==> src/rtl/time_set_sequencer.sv <==
// Panel-control sequencer for the clock counters: synchronised, debounced set-mode FSM with auto-repeat and blink.
// Latency: CP3 rise -> sec_tick 3 cycles, QD rise -> inc DB_CYCLES+3 cycles; no backpressure, strobes are fire-and-forget.
module time_set_sequencer #(
    parameter int DB_CYCLES     = 20,
    parameter int REPEAT_DELAY  = 500,
    parameter int REPEAT_PERIOD = 100,
    parameter int BLINK_HALF    = 250
) (
    input  logic       CP2,
    input  logic       CLR_n,
    input  logic       CP3,
    input  logic       K0,
    input  logic       K1,
    input  logic       K2,
    input  logic       QD,
    output logic       sec_tick,
    output logic       sec_clr,
    output logic       hour_inc,
    output logic       min_inc,
    output logic       blink_hour,
    output logic       blink_min,
    output logic [1:0] mode
);

    typedef enum logic [1:0] {
        ST_RUN      = 2'd0,
        ST_HOLD     = 2'd1,
        ST_SET_HOUR = 2'd2,
        ST_SET_MIN  = 2'd3
    } state_t;

    localparam int DB_W = $clog2(DB_CYCLES + 1);
    localparam int RP_W = $clog2(REPEAT_DELAY + 1);
    localparam int BL_W = $clog2(BLINK_HALF + 1);

    localparam logic [DB_W-1:0] DB_LAST    = DB_W'(DB_CYCLES - 1);
    localparam logic [RP_W-1:0] RPT_FIRE   = RP_W'(REPEAT_DELAY);
    // After a repeat pulse the counter restarts so the next hit is REPEAT_PERIOD cycles away.
    localparam logic [RP_W-1:0] RPT_RELOAD = RP_W'(REPEAT_DELAY - REPEAT_PERIOD + 1);
    localparam logic [BL_W-1:0] BL_LAST    = BL_W'(BLINK_HALF - 1);

    logic [4:0]      sync1_q;
    logic [4:0]      sync2_q;
    logic            k0_s;
    logic            k1_s;
    logic            k2_s;
    logic            qd_s;
    logic            cp3_s;

    state_t          state_q;
    state_t          state_d;
    logic            state_chg;
    logic            in_set_q;
    logic            in_set_d;

    logic            cp3_prev_q;
    logic            cp3_rise;

    logic            qd_db_q;
    logic            qd_db_d;
    logic            qd_db_prev_q;
    logic [DB_W-1:0] db_cnt_q;
    logic [DB_W-1:0] db_cnt_d;
    logic            press;

    logic            rep_act_q;
    logic            rep_act_d;
    logic [RP_W-1:0] rep_cnt_q;
    logic [RP_W-1:0] rep_cnt_d;
    logic            rep_hit;
    logic            fire;

    logic            phase_q;
    logic            phase_d;
    logic [BL_W-1:0] bl_cnt_q;
    logic [BL_W-1:0] bl_cnt_d;

    logic            sec_tick_q;
    logic            sec_clr_q;
    logic            hour_inc_q;
    logic            min_inc_q;
    logic            blink_hour_q;
    logic            blink_min_q;

    assign k0_s  = sync2_q[0];
    assign k1_s  = sync2_q[1];
    assign k2_s  = sync2_q[2];
    assign qd_s  = sync2_q[3];
    assign cp3_s = sync2_q[4];

    // Same selection rule from every state: K0 low wins, then K1 over K2.
    always_comb begin
        state_d = state_q;
        if (!k0_s) begin
            state_d = ST_RUN;
        end else if (k1_s) begin
            state_d = ST_SET_HOUR;
        end else if (k2_s) begin
            state_d = ST_SET_MIN;
        end else begin
            state_d = ST_HOLD;
        end
    end

    assign state_chg = (state_d != state_q);
    assign in_set_q  = (state_q == ST_SET_HOUR) || (state_q == ST_SET_MIN);
    assign in_set_d  = (state_d == ST_SET_HOUR) || (state_d == ST_SET_MIN);
    assign cp3_rise  = cp3_s && !cp3_prev_q;

    always_comb begin
        qd_db_d  = qd_db_q;
        db_cnt_d = '0;
        if (qd_s != qd_db_q) begin
            if (db_cnt_q == DB_LAST) begin
                qd_db_d = qd_s;
            end else begin
                db_cnt_d = db_cnt_q + 1'b1;
            end
        end
    end

    assign press   = qd_db_q && !qd_db_prev_q;
    assign rep_hit = rep_act_q && (rep_cnt_q == RPT_FIRE);
    assign fire    = in_set_q && !state_chg && qd_db_q && (press || rep_hit);

    // Repeat only survives while the debounced button stays down in an unchanged set state.
    always_comb begin
        rep_act_d = rep_act_q;
        rep_cnt_d = rep_cnt_q;
        if (!qd_db_q || !in_set_q || state_chg) begin
            rep_act_d = 1'b0;
            rep_cnt_d = '0;
        end else if (press) begin
            rep_act_d = 1'b1;
            rep_cnt_d = RP_W'(1);
        end else if (rep_hit) begin
            rep_cnt_d = RPT_RELOAD;
        end else if (rep_act_q) begin
            rep_cnt_d = rep_cnt_q + 1'b1;
        end
    end

    always_comb begin
        phase_d  = phase_q;
        bl_cnt_d = bl_cnt_q;
        if (in_set_d && state_chg) begin
            phase_d  = 1'b1;
            bl_cnt_d = '0;
        end else if (in_set_q) begin
            if (bl_cnt_q == BL_LAST) begin
                bl_cnt_d = '0;
                phase_d  = !phase_q;
            end else begin
                bl_cnt_d = bl_cnt_q + 1'b1;
            end
        end else begin
            phase_d  = 1'b0;
            bl_cnt_d = '0;
        end
    end

    always_ff @(posedge CP2 or negedge CLR_n) begin
        if (!CLR_n) begin
            sync1_q      <= '0;
            sync2_q      <= '0;
            state_q      <= ST_RUN;
            cp3_prev_q   <= 1'b0;
            qd_db_q      <= 1'b0;
            qd_db_prev_q <= 1'b0;
            db_cnt_q     <= '0;
            rep_act_q    <= 1'b0;
            rep_cnt_q    <= '0;
            phase_q      <= 1'b0;
            bl_cnt_q     <= '0;
            sec_tick_q   <= 1'b0;
            sec_clr_q    <= 1'b0;
            hour_inc_q   <= 1'b0;
            min_inc_q    <= 1'b0;
            blink_hour_q <= 1'b0;
            blink_min_q  <= 1'b0;
        end else begin
            sync1_q      <= {CP3, QD, K2, K1, K0};
            sync2_q      <= sync1_q;
            state_q      <= state_d;
            cp3_prev_q   <= cp3_s;
            qd_db_q      <= qd_db_d;
            qd_db_prev_q <= qd_db_q;
            db_cnt_q     <= db_cnt_d;
            rep_act_q    <= rep_act_d;
            rep_cnt_q    <= rep_cnt_d;
            phase_q      <= phase_d;
            bl_cnt_q     <= bl_cnt_d;
            sec_tick_q   <= cp3_rise && (state_q == ST_RUN);
            sec_clr_q    <= (state_q != ST_RUN) && (state_d == ST_RUN);
            hour_inc_q   <= fire && (state_q == ST_SET_HOUR);
            min_inc_q    <= fire && (state_q == ST_SET_MIN);
            blink_hour_q <= (state_d == ST_SET_HOUR) && phase_d;
            blink_min_q  <= (state_d == ST_SET_MIN) && phase_d;
        end
    end

    assign sec_tick   = sec_tick_q;
    assign sec_clr    = sec_clr_q;
    assign hour_inc   = hour_inc_q;
    assign min_inc    = min_inc_q;
    assign blink_hour = blink_hour_q;
    assign blink_min  = blink_min_q;
    assign mode       = state_q;

endmodule

==> config.mk <==
export PLATFORM = sky130hd
export DESIGN_NAME = time_set_sequencer
export DESIGN_NICKNAME = d
export VERILOG_FILES = /design/src/rtl/time_set_sequencer.sv
export SDC_FILE = /design/constraint.sdc
export NUM_CORES = 1
export LEC_CHECK = 0
export ABC_CLOCK_PERIOD_IN_PS = 2470
export CAP_MARGIN = 0
export CORE_MARGIN = 2
export CORE_UTILIZATION = 61
export CTS_CLUSTER_DIAMETER = 120
export CTS_CLUSTER_SIZE = 20
export DETAILED_ROUTE_END_ITERATION = 8
export PLACE_DENSITY = 0.9
export SLEW_MARGIN = 0
export SYNTH_ARGS = -nofsm -noshare
export SYNTH_HDL_FRONTEND = slang
export SYNTH_SLANG_ARGS = --single-unit
==> constraint.sdc <==
create_clock -name CP2 -period 2.47 [get_ports CP2]
set_input_delay 0.494 -clock CP2 [delete_from_list [all_inputs] [get_ports CP2]]
set_output_delay 0.494 -clock CP2 [all_outputs]
set_load 0.01 [all_outputs]
==> run_summary.xml <==
<?xml version="1.0" encoding="UTF-8"?>
<metrics>
  <group name="cts">
    <metric name="postCtsResizedCells" unit="">0</metric>
    <metric name="clock_insertion_delay_worst_skew" unit="ns">0.35</metric>
    <metric name="cts.hold.buffers_added" unit="">0</metric>
    <metric name="cts_root_buf" unit="">sky130_fd_sc_hd__clkbuf_4</metric>
    <metric name="tritoncts_num_sinks" unit="">45</metric>
    <metric name="clk_pin_slew_worst_paths" unit="ns">0.12</metric>
    <metric name="tritoncts" unit="">done</metric>
    <metric name="clock_path_buffers" unit="">2</metric>
    <metric name="cts_setup_buffers" unit="">0</metric>
    <metric name="cts_buffer_count" unit="">5</metric>
    <metric name="ctsHtreeMaxLevel" unit="">2</metric>
  </group>
  <group name="detailed_routing">
    <metric name="drt_iter0_markers" unit="">62</metric>
    <metric name="drt-pass1-iter-count" unit="">4</metric>
    <metric name="detail-route-antenna-nets" unit="">0</metric>
    <metric name="route.detailed.wl_per_inst" unit="um">14.3</metric>
    <metric name="drc_violations_left" unit="">0</metric>
    <metric name="vias_per_cell" unit="">5.84</metric>
    <metric name="vias" unit="">1279</metric>
    <metric name="wirelength" unit="mm">3.12</metric>
  </group>
  <group name="placement">
    <metric name="postPlaceCellArea" unit="mm2">0.00208</metric>
    <metric name="place.port_buffers" unit="">14</metric>
    <metric name="gp_routability_congestion" unit="">0.928</metric>
    <metric name="dp.final_hpwl" unit="mm">2.29</metric>
    <metric name="place.detailed.instances" unit="">212</metric>
  </group>
  <group name="logic_synthesis">
    <metric name="postSynth.topFlopCell" unit="">sky130_fd_sc_hd__dfrtp_1</metric>
    <metric name="yosys_warnings" unit="">0</metric>
    <metric name="synth-seq-area-share" unit="%">59.4</metric>
    <metric name="synth_edf_count" unit="">0</metric>
    <metric name="synth.ff_latch_count" unit="">45</metric>
    <metric name="postSynthNetCount" unit="">177</metric>
    <metric name="synthDistinctLibCells" unit="">38</metric>
    <metric name="average_instance_area_after_synthesis" unit="um2">11.5</metric>
    <metric name="synth_cells" unit="">165</metric>
    <metric name="synth-async-reset-ratio" unit="%">100</metric>
    <metric name="synthesis.area" unit="mm2">0.00190</metric>
  </group>
  <group name="worst_setup_path">
    <metric name="cp-start-kind" unit="">flip-flop</metric>
    <metric name="end_kind" unit="">output port</metric>
    <metric name="crit_buf_inv" unit="">1</metric>
    <metric name="critical-path-top-delay-family" unit="">buffers and inverters</metric>
    <metric name="crit_slowest_cell" unit="">sky130_fd_sc_hd__clkdlybuf4s50_1</metric>
    <metric name="crit_chain" unit="">clkdlybuf4s50_1</metric>
    <metric name="crit_type" unit="">flip-flop to output port</metric>
    <metric name="critical_path.endpoint" unit="">mode[0]</metric>
    <metric name="timing.rr.start" unit="">rep_cnt_q[0]</metric>
    <metric name="number_of_logic_stages_on_the_critical_path_including_buffering" unit="">1</metric>
    <metric name="r2r_end" unit="">rep_cnt_q[3]</metric>
    <metric name="worst-r2r-cell-count" unit="">6</metric>
    <metric name="critPathLaunch" unit="">mode[0]</metric>
    <metric name="highest_fanout_seen_on_the_critical_path" unit="">8</metric>
    <metric name="critPathRequiredTime" unit="ns">1.98</metric>
    <metric name="crit_arrival" unit="ns">1.45</metric>
    <metric name="regToRegSetupSlack" unit="ns">0.77</metric>
    <metric name="cp_slowest_stage_delay" unit="ns">0.59</metric>
  </group>
  <group name="sta">
    <metric name="timing.final.crit_period" unit="ns">1.94</metric>
    <metric name="setup_repair_after_global_routing_missed_its_margin" unit="">false</metric>
    <metric name="timing.hold.ws" unit="ns">0.191</metric>
    <metric name="timing.final.setup_violations" unit="">0</metric>
    <metric name="final.period_utilization" unit="%">78.6</metric>
    <metric name="maxSlewHeadroom" unit="%">64.6</metric>
    <metric name="final.setup_skew" unit="ns">0.0104</metric>
    <metric name="report.final.slew_viol_count" unit="">0</metric>
    <metric name="achievable-frequency" unit="MHz">515</metric>
    <metric name="fin_tns_setup" unit="ns">0</metric>
    <metric name="timing_hold_violations_final" unit="">0</metric>
    <metric name="tightestPinTransition" unit="ns">0.530</metric>
  </group>
  <group name="cells_and_area">
    <metric name="layout_commonest_cell" unit="">sky130_fd_sc_hd__dfrtp_1</metric>
    <metric name="final_nets" unit="">198</metric>
    <metric name="layout.cell_area.non_filler" unit="mm2">0.00215</metric>
    <metric name="fin_util" unit="%">71.6</metric>
    <metric name="n_antenna_cell" unit="">0</metric>
    <metric name="post_layout_nonfiller_instances" unit="">219</metric>
    <metric name="layout_common_cells" unit="">sky130_fd_sc_hd__dfrtp_1 (45), sky130_fd_sc_hd__nor2_1 (18), sky130_fd_sc_hd__clkdlybuf4s50_1 (13)</metric>
    <metric name="drive_above_1_share" unit="%">9.14</metric>
    <metric name="area_delta_synth_final" unit="%">13.3</metric>
  </group>
  <group name="grt">
    <metric name="gr-usage-all-layers" unit="%">20.7</metric>
    <metric name="globalRoute.totalOverflow" unit="">0</metric>
    <metric name="grt_first_pass_wirelength" unit="mm">5.36</metric>
    <metric name="number_of_global_route_vias_before_repair" unit="">1274</metric>
    <metric name="grt_antenna_before_repair" unit="">0</metric>
    <metric name="grt_start_max_net_pins" unit="">46</metric>
  </group>
  <group name="floorplanning">
    <metric name="die_height" unit="um">59.8</metric>
    <metric name="placement_rows" unit="">20</metric>
    <metric name="design.portCount" unit="">15</metric>
    <metric name="coreArea" unit="mm2">0.00300</metric>
    <metric name="die_width" unit="um">59.8</metric>
    <metric name="start_util" unit="%">63.2</metric>
    <metric name="die-area" unit="mm2">0.00357</metric>
  </group>
  <group name="status">
    <metric name="status" unit="">finished clean</metric>
  </group>
  <group name="run">
    <metric name="timing.max_cap.violations" unit="">0</metric>
  </group>
  <group name="worst_hold_path">
    <metric name="holdCritPathClass" unit="">input port to asynchronous set/reset pin</metric>
  </group>
  <group name="pwr">
    <metric name="worst_ir_drop_vdd" unit="mV">0.467</metric>
    <metric name="power_density" unit="mW/mm2">591</metric>
    <metric name="p_leak" unit="nW">0.984</metric>
  </group>
</metrics>
worst min path at each step:
stage / end / slack [ns] / depth (start not counted)
2_1_floorplan: bl_cnt_q[0] / 0.20 / 0
3_3_place_gp: sync2_q[4] / 0.33 / 0
3_5_place_dp: sync2_q[0] / 0.34 / 0
4_1_cts: rep_cnt_q[7] / 0.21 / 2
5_1_grt: rep_cnt_q[5] / 0.22 / 2
6_report: rep_cnt_q[3] / 0.19 / 2
cell families (layout without fill, tap and decap cells):
group | after synthesis | in the layout | synth area share (%)
XOR/XNOR | 12 | 12 | 5.54
buffers and inverters | 8 | 29 | 1.58
adder cells (fa/ha/maj) | 5 | 5 | 3.30
flip-flops | 45 | 45 | 59.4
multiplexers | 3 | 3 | 1.71
AND/OR/NAND/NOR | 67 | 67 | 19.1
AO/OA/AOI/OAI | 25 | 25 | 9.43
metal layers:
layer	part of all wire [%]	up-vias	track usage, %
met5	0	-	0
met1	42	629	23.6
met2	52	26	34.9
met4	2.5	0	10.2
met3	4.1	10	6.49
li1	-	614	-
power by group:
| group | switching, mW | internal (mW) |
|---|---|---|
| Sequential | 0.0175 | 0.759 |
| Combinational | 0.0385 | 0.0343 |
| Clock | 0.214 | 0.206 |
| Total | 0.270 | 1.00 |
synth_stat cells (2+ instances only):
cell                       instances  area share, %
sky130_fd_sc_hd__dfrtp_1          45             59
sky130_fd_sc_hd__o31ai_1           3            1.2
sky130_fd_sc_hd__or3_1             4            1.3
sky130_fd_sc_hd__xor2_1            6            2.8
sky130_fd_sc_hd__nor2_1           18            3.6
sky130_fd_sc_hd__nand2_1          10            2.0
sky130_fd_sc_hd__ha_1              5            3.3
sky130_fd_sc_hd__nor2b_1           5            1.6
sky130_fd_sc_hd__xnor2_1           6            2.8
sky130_fd_sc_hd__nand4_1           4            1.3
sky130_fd_sc_hd__o21ai_0           7            1.8
sky130_fd_sc_hd__a21oi_1           4            1.1
sky130_fd_sc_hd__nand2b_1          4            1.3
sky130_fd_sc_hd__mux2_2            2            1.2
sky130_fd_sc_hd__nand3_1           5            1.3
sky130_fd_sc_hd__a32o_1            3            1.6
sky130_fd_sc_hd__and3_1            5            1.6
sky130_fd_sc_hd__inv_1             7            1.4
sky130_fd_sc_hd__nor3_1            3           0.79
layout make-up:
class | count | area, um2
Multi-Input combinational cell | 112 | 741
Inverter | 7 | 26.3
Sequential cell | 45 | 1130
Fill cell | 222 | 853
Tap cell | 33 | 41.3
Clock buffer | 5 | 37.5
Clock inverter | 2 | 35.0
Timing Repair Buffer | 15 | 143
through the flow:
stage,power (mW),worst slack (ns)
floorplan,0.821,1.00
global placement,0.861,0.925
detailed placement,0.866,0.810
CTS,1.29,0.511
global route,1.32,0.457
finish,1.27,0.529
sequential cells by signal, indices dropped and copies added (netlist names):
name	count
cp3_prev_q	1
sync1_q	5
rep_act_q	1
mode	2
db_cnt_q	5
sync2_q	5
qd_db_prev_q	1
min_inc	1
qd_db_q	1
bl_cnt_q	8
hour_inc	1
rep_cnt_q	9
blink_min	1
phase_q	1
sec_tick	1
blink_hour	1
sec_clr	1
No activity file was read; power rests on OpenSTA's default activity.
==> RTL edit (config.mk and constraints unchanged) <==
The output `sec_tick` loses its register stage (`sec_tick_q` becomes a continuous assignment).
--- a/src/rtl/time_set_sequencer.sv
+++ b/src/rtl/time_set_sequencer.sv
@@ -174,3 +174,2 @@
             bl_cnt_q     <= '0;
-            sec_tick_q   <= 1'b0;
             sec_clr_q    <= 1'b0;
@@ -192,3 +191,2 @@
             bl_cnt_q     <= bl_cnt_d;
-            sec_tick_q   <= cp3_rise && (state_q == ST_RUN);
             sec_clr_q    <= (state_q != ST_RUN) && (state_d == ST_RUN);
@@ -200,2 +198,4 @@
     end
+
+    assign sec_tick_q = cp3_rise && (state_q == ST_RUN);
 
Formal check against the unedited RTL: not equivalent (Yosys sat finds a counterexample within 4 cycles, from zero or initial values).
==> RTL edit against the unedited design <==
Global-route usage up 1.8 points. Sequential cell count down 1. Final area down 1.3%. Routed wire length up 5.7%. Fmax down 13%. Setup slack worse by 300 ps. Utilization down 0.96 points. Die area about the same. Total power down 5.2%. Register-to-register slack worse by 60 ps. First-iteration DRC count up 15%. Clock skew down 4.0 ps. Cell count up 0.46%. Synthesized area about the same. Critical path type unchanged.
==> RTL edit: results (changes against the unedited design) <==
.. list-table::
   :header-rows: 1

   * - Metric
     - Value
   * - Synthesized area per cell
     - 11.3 µm² (-1.9%)
   * - Arrival time at the worst endpoint
     - 1750 ps (+300 ps)
   * - Vias after detailed routing
     - 1275 (-0.31%)
   * - Top cell types by occurrence after synthesis
     - sky130_fd_sc_hd__dfrtp_1, sky130_fd_sc_hd__nor2_1, sky130_fd_sc_hd__nand2_1
   * - Number of different library cells in the post-synthesis netlist
     - 39 (+2.6%)
   * - Switching Power
     - 267 µW (-1.1%)
   * - Net total in the final layout
     - 199 (+0.51%)
   * - Global-route wire length before repair
     - 5870 µm (+9.5%)
   * - Net count after synthesis
     - 180 (+1.7%)
   * - Combinational power
     - 71.8 µW (-2%)
   * - Critical Path Sink
     - sec_tick
   * - Final wirelength
     - 3300 µm (+5.7%)
   * - Wire length on met2
     - 1740 µm (+7.9%)
   * - Multiplexer share of the synthesized area
     - 0.0119 (-0.00527)
   * - Fraction of power consumed by combinational cells
     - 0.060 (+0.003)
   * - Post-synthesis compound-gate area fraction
     - 0.0713 (-0.0230)
   * - Final RePlAce weighted congestion
     - 0.804 (-13%)
   * - Share of layout cells above drive strength 1
     - 0.102 (+0.0102)
   * - Fillers
     - 219 (-1.4%)
   * - Status
     - finished clean
   * - Met3 demand-to-capacity share in global routing
     - 0.0693 (+0.00433)
   * - Post-place instance area
     - 2060 µm² (-1.0%)
   * - GR Util met1
     - 0.265 (+0.0281)
   * - Final Non-Filler Cells
     - 220 (+0.46%)
   * - Synth top area cells
     - sky130_fd_sc_hd__dfrtp_1, sky130_fd_sc_hd__nand3_1, sky130_fd_sc_hd__nor2_1, sky130_fd_sc_hd__nand2_1, sky130_fd_sc_hd__ha_1
   * - Post-synthesis share of cell area spent on xor and xnor gates
     - 0.0647 (+0.00928)
   * - Leakage
     - 0.000928 µW (-5.6%)
   * - Slew @ Worst Pin
     - 938 ps (+407 ps)
   * - Number of instances in the placed design
     - 213 (+0.47%)
   * - Detail Route met3 WL
     - 98 µm (-23%)
   * - Vias in the first global route
     - 1379 (+8.2%)
   * - Setup slack after placement
     - 583 ps (-227 ps)
   * - Worst voltage drop across the vdd grid
     - 499 µV (+6.9%)
   * - Final clock skew
     - 6.37 ps (-3.99 ps)
   * - Fraction of registers with async set or reset after synthesis
     - 1.00 (unchanged)
   * - Endpoint of the worst-slack reg-to-reg timing path
     - hour_inc$_DFF_PN0_
   * - HPWL Detailed
     - 2390 µm (+4.1%)
   * - Pin count of the biggest net entering global routing
     - 45 (-2.2%)
   * - Fraction of the yosys area taken by sequential cells
     - 0.581 (-0.0128)
   * - Clock transition at path regs
     - 110 ps
   * - Total routing usage reported by global routing
     - 0.225 (+0.0181)
## RTL edit: changes by cell type in the layout (fill, tap and decap cells not counted), moves of 2 or more
cell                       before  now
sky130_fd_sc_hd__nand3_1        5   15
sky130_fd_sc_hd__nand2_1       10   17
sky130_fd_sc_hd__a211oi_1       0    3
sky130_fd_sc_hd__a32o_1         3    0
sky130_fd_sc_hd__and3_1         5    2
sky130_fd_sc_hd__nor2b_1        5    2
sky130_fd_sc_hd__o21ai_0        7    4
sky130_fd_sc_hd__o31ai_1        3    0
sky130_fd_sc_hd__or3_1          4    1
sky130_fd_sc_hd__a21oi_1        4    2
sky130_fd_sc_hd__clkbuf_8       0    2
## RTL edit: final cells by class
type,instances,area [µm²],share of cell area
Multi-Input combinational cell,115,752,0.355
Inverter,7,26.3,0.0124
Sequential cell,44,1100,0.519
Clock buffer,7,65.1,0.0307
Tap cell,33,41.3,0.0195
Timing Repair Buffer,14,135,0.0637
